===== config.mk =====
export PLATFORM = sky130hd
export DESIGN_NAME = tf_addr_gen
export DESIGN_NICKNAME = d
export VERILOG_FILES = /design/src/rtl/tf_addr_gen.sv
export SDC_FILE = /design/constraint.sdc
export NUM_CORES = 1
export LEC_CHECK = 0
export ABC_AREA = 1
export BUFFER_PORTS_ARGS = -buffer_cell sky130_fd_sc_hd__buf_2
export CORE_UTILIZATION = 50
export CTS_CLUSTER_SIZE = 10
export DETAILED_ROUTE_END_ITERATION = 10
export PLACE_DENSITY_LB_ADDON = 0.3
export SLEW_MARGIN = 20
export SYNTH_ARGS = -nofsm -noshare
export SYNTH_HDL_FRONTEND = slang
export SYNTH_SLANG_ARGS = --single-unit
export TNS_END_PERCENT = 1

===== constraint.sdc =====
create_clock -name clk -period 2.6 [get_ports clk]
set_input_delay 0.39 -clock clk [delete_from_list [all_inputs] [get_ports clk]]
set_output_delay 0.39 -clock clk [all_outputs]
set_load 0.02 [all_outputs]

===== src/rtl/tf_addr_gen.sv =====
// tf_addr_gen: twiddle ROM address scheduler for the two-butterfly NTT/INTT core.
// Define TF_DOUT_VALID_EN to add tf_dvalid and delay done to line up with ROM data.
module tf_addr_gen #(
    parameter int LOGN      = 8,
    parameter int ADDR_W    = 11,
    parameter int INTT_BASE = 1024
) (
    input  logic              clk,
    input  logic              rstn,
    input  logic              start,
    input  logic              mode,
    input  logic              hold,
    output logic              op,
    output logic [ADDR_W-1:0] gamma1_add,
    output logic [ADDR_W-1:0] gamma2_add,
    output logic              special_add,
    output logic              tf_valid,
    output logic [3:0]        stage,
    output logic              busy,
`ifdef TF_DOUT_VALID_EN
    output logic              tf_dvalid,
`endif
    output logic              done
);
    localparam int         JW     = LOGN - 2;
    localparam logic [3:0] S_LAST = 4'(LOGN - 1);

    typedef enum logic [1:0] {IDLE, RUN, DONE} state_t;

    state_t              state_q, state_d;
    logic [JW-1:0]       j_q, j_d;
    logic [3:0]          s_q, s_d;
    logic                op_q, op_d;
    logic [ADDR_W-1:0]   g1_q, g1_d, g2_q, g2_d;
    logic                sp_q, sp_d;
    logic                val_q, val_d;
    logic [3:0]          stage_q, stage_d;
    logic                busy_q, busy_d;
    logic                done_q, done_d;
    logic [ADDR_W-1:0]   base, pow, grp0, grp1;
    logic [3:0]          sh;
    logic                last_j, last_s;

    // Group index of butterfly b is b >> (LOGN-1-s); the pair is b0=2j, b1=2j+1.
    assign base   = op_q ? ADDR_W'(INTT_BASE) : '0;
    assign sh     = S_LAST - s_q;
    assign pow    = ADDR_W'(1) << s_q;
    assign grp0   = ADDR_W'({j_q, 1'b0}) >> sh;
    assign grp1   = ADDR_W'({j_q, 1'b1}) >> sh;
    assign last_j = &j_q;
    assign last_s = op_q ? (s_q == 4'd0) : (s_q == S_LAST);

    always_comb begin
        state_d = state_q;
        j_d     = j_q;
        s_d     = s_q;
        op_d    = op_q;
        g1_d    = g1_q;
        g2_d    = g2_q;
        sp_d    = sp_q;
        val_d   = 1'b0;
        stage_d = stage_q;
        busy_d  = busy_q;
        done_d  = 1'b0;
        case (state_q)
            IDLE: begin
                if (start) begin
                    state_d = RUN;
                    j_d     = '0;
                    s_d     = mode ? S_LAST : 4'd0;
                    op_d    = mode;
                end
            end
            RUN: begin
                busy_d = 1'b1;
                if (!hold) begin
                    g1_d    = base + pow + grp0;
                    g2_d    = base + pow + grp1;
                    sp_d    = (s_q == S_LAST);
                    val_d   = 1'b1;
                    stage_d = s_q;
                    j_d     = j_q + JW'(1);
                    if (last_j) begin
                        state_d = last_s ? DONE : RUN;
                        s_d     = last_s ? s_q : (op_q ? s_q - 4'd1 : s_q + 4'd1);
                    end
                end
            end
            DONE: begin
                done_d  = 1'b1;
                busy_d  = 1'b0;
                state_d = IDLE;
            end
            default: state_d = IDLE;
        endcase
    end

    always_ff @(posedge clk or negedge rstn) begin
        if (!rstn) begin
            state_q <= IDLE;
            j_q     <= '0;
            s_q     <= '0;
            op_q    <= 1'b0;
            g1_q    <= '0;
            g2_q    <= '0;
            sp_q    <= 1'b0;
            val_q   <= 1'b0;
            stage_q <= '0;
            busy_q  <= 1'b0;
            done_q  <= 1'b0;
        end else begin
            state_q <= state_d;
            j_q     <= j_d;
            s_q     <= s_d;
            op_q    <= op_d;
            g1_q    <= g1_d;
            g2_q    <= g2_d;
            sp_q    <= sp_d;
            val_q   <= val_d;
            stage_q <= stage_d;
            busy_q  <= busy_d;
            done_q  <= done_d;
        end
    end

    assign op          = op_q;
    assign gamma1_add  = g1_q;
    assign gamma2_add  = g2_q;
    assign special_add = sp_q;
    assign tf_valid    = val_q;
    assign stage       = stage_q;
    assign busy        = busy_q;

`ifdef TF_DOUT_VALID_EN
    logic dv_q, dv_d, dd_q, dd_d;

    // Both flags trail by one cycle so they line up with the ROM read data.
    assign dv_d = val_q;
    assign dd_d = done_q;

    always_ff @(posedge clk or negedge rstn) begin
        if (!rstn) begin
            dv_q <= 1'b0;
            dd_q <= 1'b0;
        end else begin
            dv_q <= dv_d;
            dd_q <= dd_d;
        end
    end

    assign tf_dvalid = dv_q;
    assign done      = dd_q;
`else
    assign done = done_q;
`endif
endmodule


After elaboration in Yosys (flattened, before gate mapping). Cells that the tools add are included.

Flip-flop bits (word level): 43. Bits of input ports: 5. Output and inout bits: 31. Logic and storage cells: 60.

$add $sub $neg: 7. Equal/unequal tests: 7. Shifts and indexed selects: 3. Multiplexer cells: 21. Bitwise operators: 1. Reductions and logical operators: 10.

Operators by type and width (number): 11-bit adder (3); 7-bit by 4-bit >> shifter with 11-bit output (2); 4-bit 2-to-1 mux (5); 6-bit 2-to-1 mux (2); 6-bit case mux with 2 select lines (1); 11-bit 2-to-1 mux (1); 1-bit by 4-bit left shift with 11-bit output (first input constant) (1); 2-bit 2-to-1 mux (4); 2-bit != test (second input constant) (4); 4-bit case mux with 2 select lines (1); 6-bit by 1-bit adder with 6-bit output (second input constant) (1); 3-bit AND reduction (2); 6-bit AND reduction (1); 5-bit AND reduction (1); 4-bit by 1-bit adder with 4-bit output (second input constant) (1); 4-bit by 3-bit equality test with 1-bit output (second input constant) (1); 4-bit logical NOT (1); 1-bit 2-to-1 mux (4); 2-bit case mux with 2 select lines (1); 2-bit AND reduction (2); 2-bit nonzero test (2); 3-bit by 4-bit subtractor with 4-bit output (first input constant) (1); 4-bit by 1-bit subtractor with 4-bit output (second input constant) (1); 3-bit 2-to-1 mux (1); other kinds (5) (5).

Logic depth before layout (Yosys ltp).
Depth in word-level cells: 6. Mapped depth: 16. Depth with buffers taken out: 15.

Worst setup path after synthesis. OpenSTA, ideal clock, no wires.

Path kind: register -> register. From: register s_q[1]. To: register g2_q[4] (netlist: gamma2_add[4]). Library setup time: 65 ps. Data arrival time: 2123 ps. Required time: 2535 ps. Path slack: 412 ps. Cell stages (with the launch flop): 14. Buffers on the path: 1. Clock period less this slack: 2188 ps. Path through: dfrtp_1 buf_4 inv_2 nand2_1 nor2_1 o21ai_1 nand2_1 ha_1 inv_1 fa_1 o21ai_1 xor2_1 nand2_1 nand2_1.

Cells in the longest elaborated chain, start to end: 3. Elaborated cells on any way between the ends: 5. Classes of those cells: add/sub: 3; shift: 2.

Ends and longest elaborated chain: start, declared (line 32) `logic [3:0] s_q, s_d;`; start signal, assigned (line 102) `s_q <= '0;`; start signal, assigned (line 114) `s_q <= s_d;`; 3-bit by 4-bit subtractor with 4-bit output / 1-bit by 4-bit left shift with 11-bit output (equally long branches) (line 46, 47); 7-bit by 4-bit >> shifter with 11-bit output / 11-bit adder (equally long branches) (line 49, 78); 11-bit adder * (line 78) `g2_d = base + pow + grp1;`; end signal, assigned (line 117) `g2_q <= g2_d;`; end, declared (line 34) `logic [ADDR_W-1:0] g1_q, g1_d, g2_q, g2_d;`.

Mark *: on every way between the ends. The rest lies on a longest branch, timed or not. A chain may end at the register's enable or synchronous reset.

Final worst setup path.
From: register s_q[0]. To: register g2_q[7] (netlist: gamma2_add[7]).

The elaborated chain is that of the path after synthesis.

==> results.cfg <==
[routing]
route.antenna.remaining_nets = 0
wl_per_cell_um = 13.1
post_drt_via_cell_ratio = 5.23
drc = 0
drt_iter0_drc = 194
drt_pass1_iterations = 6
vias = 2510
routed_wl_um = 6290

[power]
power_frac_comb_pct = 55.4
p_per_area_nw_per_um2 = 1100
clkPwrFrac_pct = 12.1
internal-power_mw = 1.72
switching_power_mw = 1.67
p_leak_nw = 1.68
power_switching_share_pct = 49.2
pwr-share-seq_pct = 32.5
worst_ir_drop_vdd_v = 0.000579

[global_routing]
grt.total_usage_pct = 23.6
vias_in_the_first_global_route = 2356
grt_max_degree = 44
antenna_found_initial = 0
grt_first_pass_wirelength_um = 11000
grt.overflow.total = 0

[floorplan]
number_of_primary_i_o_pins = 36
core_um2 = 5240
die_height_um = 76.9
placementRows = 26
fp.dieArea_um2 = 5910
start_util_pct = 53.5
fp.dieW_um = 76.9

[placed_design]
portBuffers = 35
placed_cells = 472
dp_hpwl_um = 4710
gp_congestion = 0.983

[critical_path]
kind_of_start_point_of_the_critical_path = flop
worstReg2RegStart = s_q[0]
setup.worst_path.end_class = flop
path_common_cell = nand2_1
reg2reg_to = gamma2_add[7]
required_ps = 2790
cp_num_buf_inv = 1
crit_path_cell_trace = buf_4 > nand2_1 > o21ai_0 > nand2_1 > o21ai_1 > ha_1 > nand2_1 > o21ai_0 > nand2_1 > nand3_1 > nand3_1
cp_slowest_cell = dfrtp_2
critPathArrivalTime_ps = 2520
critPathTopFamily = compound AO/OA/AOI/OAI gates
timing.setup.critical_path_class = flop to flop
critical_path.max_stage_delay_ps = 510
crit_path_max_fanout = 15
rrSetupSlack_ps = 270
worst_reg_to_reg_path_cell_count = 11

[synthesis]
syn_avg_cell_area_um2 = 7.48
synth.yosys.seq_area_share_pct = 38.4
syn-num-nets = 397
synthDistinctLibCells = 31
netlist_instances = 375
synth.ff_latch_count = 43
yosysWarningCount = 0
netlist_area_um2 = 2800

[min_path]
holdCritPathClass = input port to asynchronous set/reset pin

[sta]
max_slew.worst_pin.slew_ps = 619
tns_ps = 0
relSlewSlack_pct = 58.6
timing.final.crit_period_ps = 2330
final_hold_viol_count = 0
clock_skew_ps = 4.27
timing.final.max_slew_violations = 0
rsz0062_at_grt = no
timing.final.crit_share_pct = 89.8
finalSetupViolCount = 0
max_freq_mhz = 428

[finish]
flow.area_growth_from_synthesis_pct = 10.3
final_nets = 431
number_of_fillers_in_the_final_layout = 501
final-instance-count-excl-fill = 480
antenna_cells = 0
final_layout_size_suffix_gt1_share_pct = 17.6
final_core_utilization_pct = 59.0

[clock_tree]
cts.sink_count = 43
cts-buffers-inserted = 5
cts_setup_buffers = 0
worstSkewPairLatency_ps = 300
clock_tree_from_tritoncts = done
path_clk_slew_ps = 80
htreeDepth = 2
cts-root-buf = clkbuf_8
cts_max_path_buffers = 2

[status]
status = finished, final reports clean

[job]
max-cap-violations = 0
[worst max path at each step]
| stage | start | to | slack, ps | cells after the start |
|---|---|---|---|---|
| floorplan | s_q[1] | gamma2_add[4] | 410 | 13 |
| global placement | s_q[0] | gamma2_add[7] | 230 | 11 |
| detailed placement | s_q[0] | gamma2_add[7] | 220 | 11 |
| CTS | s_q[0] | gamma2_add[7] | 200 | 11 |
| global route | s_q[0] | gamma1_add[5] | 50 | 13 |
| finish | s_q[0] | gamma2_add[7] | 270 | 11 |
[worst register-to-register path, delay by kind of cell (launching register included)]
family | cells | cell delay (ps)
buf+inv | 1 | 170
flops | 1 | 510
simple gates | 6 | 570
fa+ha+maj | 1 | 220
compound gates | 3 | 750
[cell families after synthesis]
family,share of synthesized area (%)
XOR/XNOR,2.81
AO/OA/AOI/OAI,9.01
flip-flops,38.4
AND/OR/NAND/NOR,33.0
adder cells (fa/ha/maj),8.39
buffers and inverters,8.43
[state kept, by name (all words and copies together), names as in the netlist]
signal	count
op	1
gamma1_add	11
stage	4
state_q	2
tf_valid	1
busy	1
gamma2_add	11
j_q	6
special_add	1
s_q	4
done	1
[Yosys cell counts, drive strengths merged]
cell type / number / area (um2)
nor3: 2 / 10.0
xor2: 4 / 35.0
xnor2: 5 / 43.8
nand3: 28 / 150
o31ai: 1 / 7.51
clkbuf: 2 / 10.0
nor2: 40 / 196
nand4: 10 / 62.6
buf: 10 / 85.1
dfrtp: 43 / 1080
a21oi: 13 / 68.8
inv: 37 / 141
o21ai: 33 / 169
nand3b: 1 / 7.51
o211ai: 1 / 7.51
ha: 14 / 175
fa: 3 / 60.1
nand2: 128 / 498
[power groups by stage]
stage | Combinational (mW) | Clock [mW] | Sequential (mW)
finish | 1.88 | 0.411 | 1.10
global route | 2.11 | 0.460 | 1.14
CTS | 1.88 | 0.430 | 1.10
detailed placement | 1.87 | 0 | 1.11
global placement | 1.85 | 0 | 1.10
floorplan | 1.24 | 0 | 1.27
[area by class of cell]
cell class / instances / area (um2) / share of cell area (%)
Timing Repair Buffer: 39 / 208 / 6.72
Sequential cell: 43 / 1080 / 34.8
Multi-Input combinational cell: 283 / 1490 / 48.3
Clock inverter: 3 / 15.0 / 0.486
Inverter: 37 / 141 / 4.57
Clock buffer: 5 / 68.8 / 2.23
Tap cell: 70 / 87.6 / 2.83
[cells in the final DEF (no fill, tap or decap), types with 5 or more instances in the layout]
cell      netlist  final
nand2_1       123    123
dfrtp_1        43     42
buf_2           2     34
nor2_1         33     32
inv_1          30     30
nand3_1        26     26
o21ai_0        23     23
ha_1           14     14
a21oi_1        12     12
nand4_1        10     10
o21ai_1         9      9
inv_2           6      6
xnor2_1         5      5
clkbuf_8        0      5
buf_4           4      5
[metrics by stage]
stage / setup slack (ps) / hold WS [ps] / power [mW] / cell area [um2]
finish: 266 / 79.2 / 3.39 / 3090
global route: 47.6 / 118 / 3.72 / 3090
CTS: 202 / 284 / 3.41 / 3090
detailed placement: 220 / 459 / 2.98 / 3000
global placement: 234 / 458 / 2.95 / 3000
floorplan: 412 / 94.4 / 2.51 / 2800
[repair_timing]
action,4_1_cts,5_1_grt
endpoints found under the setup margin,0,7
hold endpoints to repair,0,0
hold buffers,0,0
gates resized for setup,0,2
[layer usage]
metal  up-vias  wire, um  part of all wire (%)  track usage [%]
met3         9       478                   7.6             5.12
met2        87      2740                    44             36.3
met5         -         0                     0                0
met1      1145      3000                    48             33.1
li1       1269         -                     -                -
met4         0        78                   1.2             6.92
(Power assumes the default switching activity.)
